--- config.mk ---
export PLATFORM = sky130hd
export DESIGN_NAME = fpalu_div
export DESIGN_NICKNAME = d
export VERILOG_FILES = /design/src/rtl/fpalu_div.sv
export SDC_FILE = /design/constraint.sdc
export NUM_CORES = 1
export LEC_CHECK = 0
export BUFFER_PORTS_ARGS = -buffer_cell sky130_fd_sc_hd__buf_2
export CAP_MARGIN = 20
export CORE_UTILIZATION = 60
export DETAILED_ROUTE_END_ITERATION = 10
export GPL_TIMING_DRIVEN = 0
export PLACE_DENSITY = 0.8
export SETUP_SLACK_MARGIN = 0.05
export SYNTH_ARGS = -nofsm -noshare
export SYNTH_HDL_FRONTEND = slang
export SYNTH_SLANG_ARGS = --single-unit
--- constraint.sdc ---
create_clock -name clock -period 5.8 [get_ports clock]
set_clock_uncertainty 0.05 [all_clocks]
set_input_delay 0.29 -clock clock [delete_from_list [all_inputs] [get_ports clock]]
set_output_delay 0.29 -clock clock [all_outputs]
set_load 0.01 [all_outputs]
--- src/rtl/fpalu_div.sv ---
// Iterative FP32 divider: restoring mantissa division, one quotient bit per cycle.
// Special operands resolve in CHECK; normal results round half-up in ROUND.
module fpalu_div #(
    parameter int QBITS = 26
) (
    input  logic        clock,
    input  logic        reset,
    input  logic [31:0] a_in,
    input  logic [31:0] b_in,
    input  logic        enable_in,
    output logic [31:0] quotient,
    output logic        overflow,
    output logic        underflow,
    output logic        div_by_zero,
    output logic        busy,
    output logic        done
);

    typedef enum logic [1:0] {
        IDLE   = 2'd0,
        CHECK  = 2'd1,
        DIVIDE = 2'd2,
        ROUND  = 2'd3
    } state_t;

    state_t state;
    state_t state_next;

    logic [31:0]       a_reg;
    logic [31:0]       b_reg;
    logic [24:0]       rem;
    logic [23:0]       dvs;
    logic signed [9:0] exp_r;
    logic [4:0]        cnt;
    logic [QBITS-1:0]  qreg;

    logic [7:0]  ea;
    logic [7:0]  eb;
    logic [22:0] fa;
    logic [22:0] fb;
    logic        sign;
    logic        a_nan;
    logic        b_nan;
    logic        a_inf;
    logic        b_inf;
    logic        a_zero;
    logic        b_zero;
    logic        special;
    logic [31:0] spec_q;
    logic        spec_dbz;
    logic signed [9:0] exp_init;

    assign ea   = a_reg[30:23];
    assign eb   = b_reg[30:23];
    assign fa   = a_reg[22:0];
    assign fb   = b_reg[22:0];
    assign sign = a_reg[31] ^ b_reg[31];

    // A zero exponent field means zero: denormal inputs are flushed.
    assign a_nan  = (ea == 8'hFF) && (fa != 23'd0);
    assign b_nan  = (eb == 8'hFF) && (fb != 23'd0);
    assign a_inf  = (ea == 8'hFF) && (fa == 23'd0);
    assign b_inf  = (eb == 8'hFF) && (fb == 23'd0);
    assign a_zero = (ea == 8'h00);
    assign b_zero = (eb == 8'h00);

    assign special = a_nan | b_nan | a_inf | b_inf | a_zero | b_zero;

    assign exp_init = $signed({2'b00, ea}) - $signed({2'b00, eb}) + 10'sd127;

    always_comb begin
        spec_q   = 32'd0;
        spec_dbz = 1'b0;
        if (a_nan || b_nan || (a_zero && b_zero) || (a_inf && b_inf)) begin
            spec_q = 32'h7FC0_0000;
        end else if (a_inf) begin
            spec_q = {sign, 8'hFF, 23'd0};
        end else if (b_inf) begin
            spec_q = {sign, 31'd0};
        end else if (b_zero) begin
            spec_q   = {sign, 8'hFF, 23'd0};
            spec_dbz = 1'b1;
        end else if (a_zero) begin
            spec_q = {sign, 31'd0};
        end
    end

    // One restoring step; rem stays below 2*dvs so the shifted value fits 25 bits.
    logic [24:0] dvs_ext;
    logic        rem_ge;
    logic [24:0] rem_sub;

    assign dvs_ext = {1'b0, dvs};
    assign rem_ge  = (rem >= dvs_ext);
    assign rem_sub = rem_ge ? (rem - dvs_ext) : rem;

    logic [23:0]       mant_pre;
    logic              guard;
    logic signed [9:0] exp_norm;
    logic [24:0]       mant_sum;
    logic [22:0]       frac_fin;
    logic signed [9:0] exp_fin;
    logic [31:0]       round_q;
    logic              round_ov;
    logic              round_uf;

    always_comb begin
        mant_pre = 24'd0;
        guard    = 1'b0;
        exp_norm = exp_r;
        mant_sum = 25'd0;
        frac_fin = 23'd0;
        exp_fin  = exp_r;
        round_q  = 32'd0;
        round_ov = 1'b0;
        round_uf = 1'b0;

        if (qreg[QBITS-1]) begin
            mant_pre = qreg[QBITS-1:QBITS-24];
            guard    = qreg[QBITS-25];
            exp_norm = exp_r;
        end else begin
            mant_pre = qreg[QBITS-2:QBITS-25];
            guard    = qreg[QBITS-26];
            exp_norm = exp_r - 10'sd1;
        end

        mant_sum = {1'b0, mant_pre} + {24'd0, guard};
        if (mant_sum[24]) begin
            frac_fin = mant_sum[23:1];
            exp_fin  = exp_norm + 10'sd1;
        end else begin
            frac_fin = mant_sum[22:0];
            exp_fin  = exp_norm;
        end

        if (exp_fin >= 10'sd255) begin
            round_q  = {sign, 8'hFF, 23'd0};
            round_ov = 1'b1;
        end else if (exp_fin <= 10'sd0) begin
            round_q  = {sign, 31'd0};
            round_uf = 1'b1;
        end else begin
            round_q = {sign, exp_fin[7:0], frac_fin};
        end
    end

    always_ff @(posedge clock or negedge reset) begin
        if (!reset) begin
            state <= IDLE;
        end else begin
            state <= state_next;
        end
    end

    always_comb begin
        state_next = state;
        case (state)
            IDLE:    if (enable_in) state_next = CHECK;
            CHECK:   state_next = special ? IDLE : DIVIDE;
            DIVIDE:  if (cnt == 5'd1) state_next = ROUND;
            ROUND:   state_next = IDLE;
            default: state_next = IDLE;
        endcase
    end

    // busy stays up through the done cycle; it drops only on an IDLE edge with no new start.
    always_ff @(posedge clock or negedge reset) begin
        if (!reset) begin
            a_reg       <= 32'd0;
            b_reg       <= 32'd0;
            rem         <= 25'd0;
            dvs         <= 24'd0;
            exp_r       <= 10'sd0;
            cnt         <= 5'd0;
            qreg        <= '0;
            quotient    <= 32'd0;
            overflow    <= 1'b0;
            underflow   <= 1'b0;
            div_by_zero <= 1'b0;
            busy        <= 1'b0;
            done        <= 1'b0;
        end else begin
            case (state)
                IDLE: begin
                    done <= 1'b0;
                    busy <= enable_in;
                    if (enable_in) begin
                        a_reg       <= a_in;
                        b_reg       <= b_in;
                        overflow    <= 1'b0;
                        underflow   <= 1'b0;
                        div_by_zero <= 1'b0;
                    end
                end
                CHECK: begin
                    if (special) begin
                        quotient    <= spec_q;
                        div_by_zero <= spec_dbz;
                        done        <= 1'b1;
                    end else begin
                        rem   <= {2'b01, fa};
                        dvs   <= {1'b1, fb};
                        exp_r <= exp_init;
                        cnt   <= 5'(QBITS);
                        qreg  <= '0;
                    end
                end
                DIVIDE: begin
                    qreg <= {qreg[QBITS-2:0], rem_ge};
                    rem  <= rem_sub << 1;
                    cnt  <= cnt - 5'd1;
                end
                ROUND: begin
                    quotient  <= round_q;
                    overflow  <= round_ov;
                    underflow <= round_uf;
                    done      <= 1'b1;
                end
                default: begin
                    done <= 1'b0;
                end
            endcase
        end
    end

endmodule

### Word-level counts from Yosys, hierarchy flattened

Cells that the tools add are included.

* output and inout port bits: 37
* bits of input ports: 67
* logic and storage cells: 109
* bits in registers: 193

* reductions and logical operators: 29
* bitwise gates (word level): 7
* equality and inequality tests: 10
* magnitude comparators: 3
* add/sub/neg operators: 7
* muxes and demuxes: 39

Operators with widths (number)
* $mux W32: 6
* $pmux W32 S2: 1
* $mux W31: 2
* $pmux W26 S2: 1
* $pmux W25 S2: 1
* $mux W24: 2
* $logic_not A23 Y1: 2
* $reduce_bool A23 Y1: 2
* $mux W26: 1
* $add A24 B1 Y25: 1
* $ge A25 B24 Y1: 1
* $mux W25: 1
* $sub A24 B24 Y24: 1
* $mux W23: 1
* $mux W10: 2
* $eq A8 B8 Y1 const B: 2
* $logic_not A8 Y1: 2
* $reduce_and A2 Y1: 7
* $mux W1: 11
* $add A10 B2 Y10 const B: 1
* $add A9 B8 Y10 const B: 1
* $ge A10 B9 Y1 const B: 1
* $le A10 B1 Y1 const B: 1
* $pmux W5 S2: 1
* other kinds (21): 43

### Depth between registers and ports, before layout

Gate-level depths: netlist (run 1).

* depth in word-level cells: 9
* gate-level depth with buffers: 20
* depth with buffers taken out: 12

### Worst setup path before layout (run 1)

No wires, ideal clock.

* path kind: reg2reg
* start point: register qreg[25]
* end point: register quotient[16]
* arrival: 4525 ps
* required time: 5658 ps
* setup slack: 1133 ps
* stages on the path, launching flop included: 21
* buffers on the path: 9
* library setup time: 92 ps
* period minus slack after synthesis: 4667 ps
* cells stage by stage: dfrtp_1 buf_4 buf_6 buf_2 buf_1 buf_1 clkbuf_1 mux2_2 ha_1 ha_1 and2_1 and4_1 clkbuf_1 nand3_1 buf_2 a211oi_1 xnor2_1 nand3_2 or3_1 buf_2 o31ai_2

* word-level cells in the longest chain between the ends: 7
* elaborated cells on any way between the ends: 12
* those cells by class: add/sub: 2; order compare: 2; mux: 8

RTL lines
* start: declaration: RTL line 35 `logic [QBITS-1:0] qreg;`
* start signal: assignment: RTL line 210 `qreg <= {qreg[QBITS-2:0], rem_ge};`
* $mux W24, or another cell as far along: RTL line 118 `if (qreg[QBITS-1]) begin`
* $add A24 B1 Y25 or $add A10 B2 Y10 (tied branches): RTL line 128, 131
* $mux W10: RTL line 129 `if (mant_sum[24]) begin`
* $le A10 B1 Y1: RTL line 140 `end else if (exp_fin <= 10'sd0) begin`
* $mux W31: RTL line 140
* $mux W31 (*): RTL line 137 `if (exp_fin >= 10'sd255) begin`
* $pmux W32 S2 (*): RTL line 184 `case (state)`
* end signal: assignment: RTL line 198 `quotient <= spec_q;`
* end signal: assignment: RTL line 215 `quotient <= round_q;`
* end: declaration: RTL line 11 `output logic [31:0] quotient,`

Every way passes the cells marked *; elsewhere a longest branch is shown, timed or not.
A chain may end at the register's enable or synchronous reset.

### Final worst setup path (run 1)

* start point: register qreg[25]
* end point: register quotient[11]

Same word-level chain as after synthesis.

==> results of run 1 <==
power by group:
| group | total (mW) | leakage (nW) | internal (mW) | switching, mW |
|---|---|---|---|---|
| sequential | 2.26 | 2.46 | 1.86 | 0.405 |
| combinational | 4.21 | 3.47 | 1.63 | 2.58 |
| clock | 1.20 | 0.284 | 0.661 | 0.541 |
cell usage after synthesis, types with 3 or more instances:
master       n
nand2b_1    11
mux2_2       8
nand2_1    369
nor2b_1     11
and3_1      10
o21bai_1     4
o21a_1       6
o41ai_1      3
a21oi_1     48
a2111oi_0    3
nand3_1     31
o31ai_1     11
xor2_1      30
a31oi_1     10
buf_2       13
a211oi_1    11
dfrtp_1    193
a21o_1      21
nand3b_1     3
inv_1       51
or4_1        7
buf_1        6
xnor2_1     48
nand4_1     20
nor3_1      10
o21ai_0    115
a211o_1      3
a32o_1       3
mux2i_1     31
o211ai_1     7
clkbuf_1    65
nor4_1      22
or2_2        3
o21ai_1      6
nor2_1      59
ha_1        39
and4_1       4
and2_1       8
a22o_1      18
or3_1       10
cell type report:
type	count	area, um^2	area share
plain buffers	87	365	0.0273
inverters	51	191	0.0143
multi-input cells	1046	6150	0.459
flip-flops and latches	193	4830	0.361
repair buffers	147	983	0.0734
clock inverters	10	125	0.00934
well taps	234	293	0.0219
clock buffers	20	457	0.0341
worst paths after layout:
| kind | startpoint | endpoint | slack (ns) | cells after the start |
|---|---|---|---|---|
| setup / recovery | qreg[25] | quotient[11] | 0.61 | 19 |
| hold / removal | a_in[4] | a_reg[4] | 0.01 | 3 |
| setup reg to reg | qreg[25] | quotient[11] | 0.61 | 19 |
| hold reg to reg | dvs[23] | dvs[23] | 0.43 | 2 |
| max in group asynchronous | reset | b_reg[9] | 4.34 | 3 |
| min in group asynchronous | reset | quotient[30] | 0.47 | 2 |
logic make-up after synthesis:
logic type | after synthesis
fa+ha+maj | 41
compound gates | 295
xor+xnor | 78
buf+inv | 139
flops | 193
simple gates | 592
mux | 40
critical path, stage by stage (launching register included):
cell,delay (ns)
dfrtp_1,0.33
buf_4,0.17
buf_6,0.16
buf_2,0.37
clkbuf_2,0.36
clkbuf_2,0.33
mux2_2,0.38
ha_1,0.23
ha_1,0.21
and2_1,0.18
and4_1,0.16
clkbuf_1,0.19
nand3_1,0.19
buf_2,0.29
a211oi_1,0.10
xnor2_1,0.27
nand3_2,0.21
nor4_1,0.46
buf_2,0.31
a22o_1,0.16
through the flow:
stage,hold slack (ns),instance area [um^2]
6_report,0.0124,13400
5_1_grt,0.0198,13400
4_1_cts,0.000942,13400
3_5_place_dp,0.392,12400
3_3_place_gp,0.403,12300
2_1_floorplan,-0.0556,11500
layer usage:
| layer | wire, um | global-route usage | vias to the layer above | part of all wire |
|---|---|---|---|---|
| met2 | 15200 | 0.559 | 412 | 0.48 |
| met1 | 13700 | 0.438 | 5087 | 0.43 |
| li1 | - | - | 5078 | - |
| met3 | 1620 | 0.0411 | 69 | 0.051 |
| met4 | 1070 | 0.146 | 0 | 0.034 |
| met5 | 0 | 0 | - | 0 |
what timing repair did:
item | in CTS | in global routing
setup endpoints to repair | 12 | 30
hold buffers | 43 | 0
hold endpoints to repair | 160 | 0
gates resized for setup | 1 | 1
gates cloned | 0 | 0
==> metrics.txt, run 1 <==
top cell type's share of synthesized area=0.419; final worst-path cycle share=0.894; top post-synthesis cells by area=dfrtp_1, nand2_1, o21ai_0; multiplexer share of the synthesized area=0.0366; Worst-Margin Slew=between 0.9 and 1 ns; most common cell after layout, fill and taps aside=nand2_1; Syn Nets=approximately 1500; DRT Pass-1 Iters=5; clk slew on worst S/H paths=0.07 ns; Critical Path Sink Type=flip-flop; Antenna diodes=0; largest net degree at the start of global routing=120; Clock Tree Buf Depth=2; post-route ant nets=0; Die W=141 um; I/O Buffers=between 100 and 150; HP Class=input pin to flip-flop; Die Span Y=around 140 um; Final Power=7.67 mW; Leak=6.21 nW; pwr dens=about 570 nW/um^2; DRT iter0 DRCs=roughly 800; Synth Area in Adders=0.0458; Fin. Hold Viols=0; xor and xnor area share after synthesis=0.0592; synth warn=0; number of synthesized flops with an enable pin=0; Area Overhead vs Synth=16.1%; Worst-Skew Late Latency=about 0.44 ns; largest family of logic cells by synthesized area=simple AND/OR/NAND/NOR gates; postcts setup bufs=0; initial antenna violation count=0; Startpoint Class=flip-flop; RD Place Congestion=0.944; crit path kind=flip-flop to flip-flop; asr flop ratio synth=1.00; Util after Layout=0.714; fmax=between 0.15 and 0.2 GHz; via count=10600; final cell count without fillers=1788; CP arrival=5.52 ns; Routed WL=about 32000 um; number of max-cap violations=0; area of the mapped netlist=~12000 um^2; final setup fails=0; first-pass GRT wire length=between 50000 and 60000 um; Syn Inst Count=approximately 1400; dpl hpwl=22600 um; wire per inst=17.7 um; crit path time final=~5.2 ns; Initial Util=0.615; CTS tree=yes; # rows=50; Fill cells=between 1000 and 1500; max-slew violation count=0; nets@finish=1651; CTS buffer count=17; root buffer cell=clkbuf_16; Netlist cell types=76; layout cells sized above 1=0.113; worst vdd ir=about 0.00031 V; core footprint=roughly 19000 um^2; die area=~20000 um^2; CTS Sinks=about 190; outcome=completed; GR Overflow Total=0; Synth area leader=dfrtp_1; Rel. slew slack=0.394; vias in the first global route=10200; Seq/Total Area, Yosys=0.419; IO Count=approximately 100; post-synthesis sequential element count=between 150 and 200; H-tree levels=4; number of instances in the placed design=between 1500 and 2000; post-DR vias/cell=a little under 6; Post-Synth Simple-Gate Area=0.230; Req. time, crit path=6.13 ns; DRC violations left=0; Avg Inst Size Synth=between 8 and 9 um^2; most frequent cells in the layout=nand2_1, dfrtp_1, buf_2, o21ai_0, clkbuf_1; Total GRT Usage=0.334; Worst Slack Setup Final=approximately 0.61 ns; RSZ-0062 raised after global routing=no; dpl ws=roughly 0.056 ns; TNS Setup=0 ns; ys flop type=dfrtp_1; Compound-Gate Fraction of Synth Area=0.162; Max FO, Critical Path=19
No activity file was read; power rests on OpenSTA's default activity.
==> run 2, diff against run 1 <==
--- a/config.mk
+++ b/config.mk
@@ -7,10 +7,11 @@
 export LEC_CHECK = 0
 export BUFFER_PORTS_ARGS = -buffer_cell sky130_fd_sc_hd__buf_2
 export CAP_MARGIN = 20
+export CORE_ASPECT_RATIO = 1.2
 export CORE_UTILIZATION = 60
 export DETAILED_ROUTE_END_ITERATION = 10
 export GPL_TIMING_DRIVEN = 0
-export PLACE_DENSITY = 0.8
+export PLACE_DENSITY = 0.82
 export SETUP_SLACK_MARGIN = 0.05
 export SYNTH_ARGS = -nofsm -noshare
 export SYNTH_HDL_FRONTEND = slang
==> metrics.txt, run 2 (synthesis gave the netlist of run 1 again) <==
post-DR vias/cell=between 5 and 6; Rel. slew slack=0.387; worst vdd ir=approximately 0.00028 V; RD Place Congestion=approximately 0.96; Worst-Margin Slew=around 0.90 ns; R2R Path Start=qreg[25]; combinational group share of total power=0.546; Total GRT Usage=0.337; nets@finish=around 1600; number of max-cap violations=0; fmax=0.186 GHz; CTS tree=yes; GR Overflow Total=0; post-route ant nets=0; clock group share of total power=0.159; wire per inst=about 18 um; Critical Path Sink Type=flip-flop; DRC violations left=0; Net Sw Frac=0.470; CTS Sinks=193; most common cell after layout, fill and taps aside=nand2_1; DRT iter0 DRCs=just under 1000; initial antenna violation count=0; Initial Util=0.612; first-pass GRT wire length=between 50000 and 60000 um; crit path kind=flip-flop to flip-flop; Psw=between 3 and 4 mW; layout cells sized above 1=0.114; vias in the first global route=between 10000 and 15000; Die W=129 um; max-slew violation count=0; share of total power in sequential cells=0.296; Min Hold Slack=-0.00423 ns; Max FO, Critical Path=19; Routed WL=roughly 32000 um; Startpoint Class=flip-flop; Antenna diodes=0; Clock Tree Buf Depth=2; IO Count=about 100; Area Overhead vs Synth=16.4%; crit path time final=between 5 and 6 ns; die area=roughly 20000 um^2; Worst-Skew Late Latency=0.44 ns; Fin. Hold Viols=2; # rows=55; Leak=~6.2 nW; I/O Buffers=approximately 100; HP Class=input pin to flip-flop; outcome=complete, but fails checks; clk slew on worst S/H paths=about 0.080 ns; TNS Setup=0 ns; largest net degree at the start of global routing=100; HP Start=a_in[22]; most frequent cells in the layout=nand2_1, dfrtp_1, buf_2, o21ai_0, clkbuf_1; via count=between 10000 and 15000; CTS buffer count=17; pwr dens=573 nW/um^2; dpl hpwl=roughly 23000 um; RSZ-0062 raised after global routing=no; H-tree levels=4; final worst-path cycle share=0.925; P_int=between 4 and 5 mW; DRT Pass-1 Iters=8; CP startpoint=qreg[25]; Die Span Y=around 150 um; CP arrival=approximately 5.7 ns; Req. time, crit path=between 6 and 7 ns; core footprint=18900 um^2; failing checks=hold timing; root buffer cell=clkbuf_16; final setup fails=0
run 2: through the flow:
step | util | setup slack [ns] | area [um^2] | total power, mW | instances
3_5_place_dp | 0.658 | 0.0208 | 12400 | 6.35 | 1738
3_3_place_gp | 0.656 | 0.127 | 12400 | 6.24 | 1737
5_1_grt | 0.712 | 0.0780 | 13400 | 8.24 | 1808
6_report | 0.712 | 0.435 | 13400 | 7.69 | 1808
4_1_cts | 0.712 | 0.154 | 13400 | 7.61 | 1809
2_1_floorplan | - | 1.13 | 11500 | 5.25 | 1378
run 2: final cells by class:
class                      instances  area, um^2
buffer                            87         367
sequential                       193        4830
clock inverter                    15         204
clock buffer                      17         425
timing repair buffer             143         943
inverter                          51         191
fill                            1471        5420
tap                              256         320
multi-input combinational       1046        6150
run 2: metal layers:
| metal | up-vias | wire [um] | track usage |
|---|---|---|---|
| li1 | 5054 | - | - |
| met1 | 5134 | 12800 | 0.398 |
| met2 | 429 | 16000 | 0.587 |
| met3 | 107 | 1670 | 0.0463 |
| met4 | 0 | 1550 | 0.181 |
| met5 | - | 0 | 0 |
run 2: final timing paths:
path / endpoint / slack, ns / cells after the start
max: quotient[21] / 0.44 / 19
max reg2reg: quotient[21] / 0.44 / 19
max in group asynchronous: a_reg[12] / 4.39 / 3
min: a_reg[22] / -0.004 / 3
min in group asynchronous: a_reg[31] / 0.41 / 2
min reg2reg: dvs[23] / 0.42 / 2
run 2: repair_timing:
item                                   in CTS  in global routing
setup endpoints to repair                  16                 30
endpoints found under the hold margin     136                  0
resized for setup                           1                  1
buffers inserted                            0                  0
hold buffers                               39                  0
run 2: power groups by stage:
stage	clock, mW	combinational (mW)	sequential (mW)
final	1.22	4.20	2.27
after global placement	0	3.97	2.27
after detailed placement	0	4.06	2.28
after global routing	1.28	4.63	2.33
after floorplan	0	3.07	2.17
after CTS	1.23	4.12	2.26
run 2: worst max-delay path, stage by stage (launching register included):
cell and delay, ns:
dfrtp_1 0.34, buf_4 0.18, buf_6 0.16, buf_2 0.26, buf_1 0.48, clkbuf_4 0.44, mux2_2 0.38, ha_1 0.23
ha_1 0.21, and2_1 0.18, and4_1 0.16, clkbuf_1 0.21, nand3_1 0.24, buf_2 0.31, a211oi_1 0.10, xnor2_1 0.30
nand3_2 0.19, nor4_1 0.42, buf_2 0.30, a22o_1 0.16
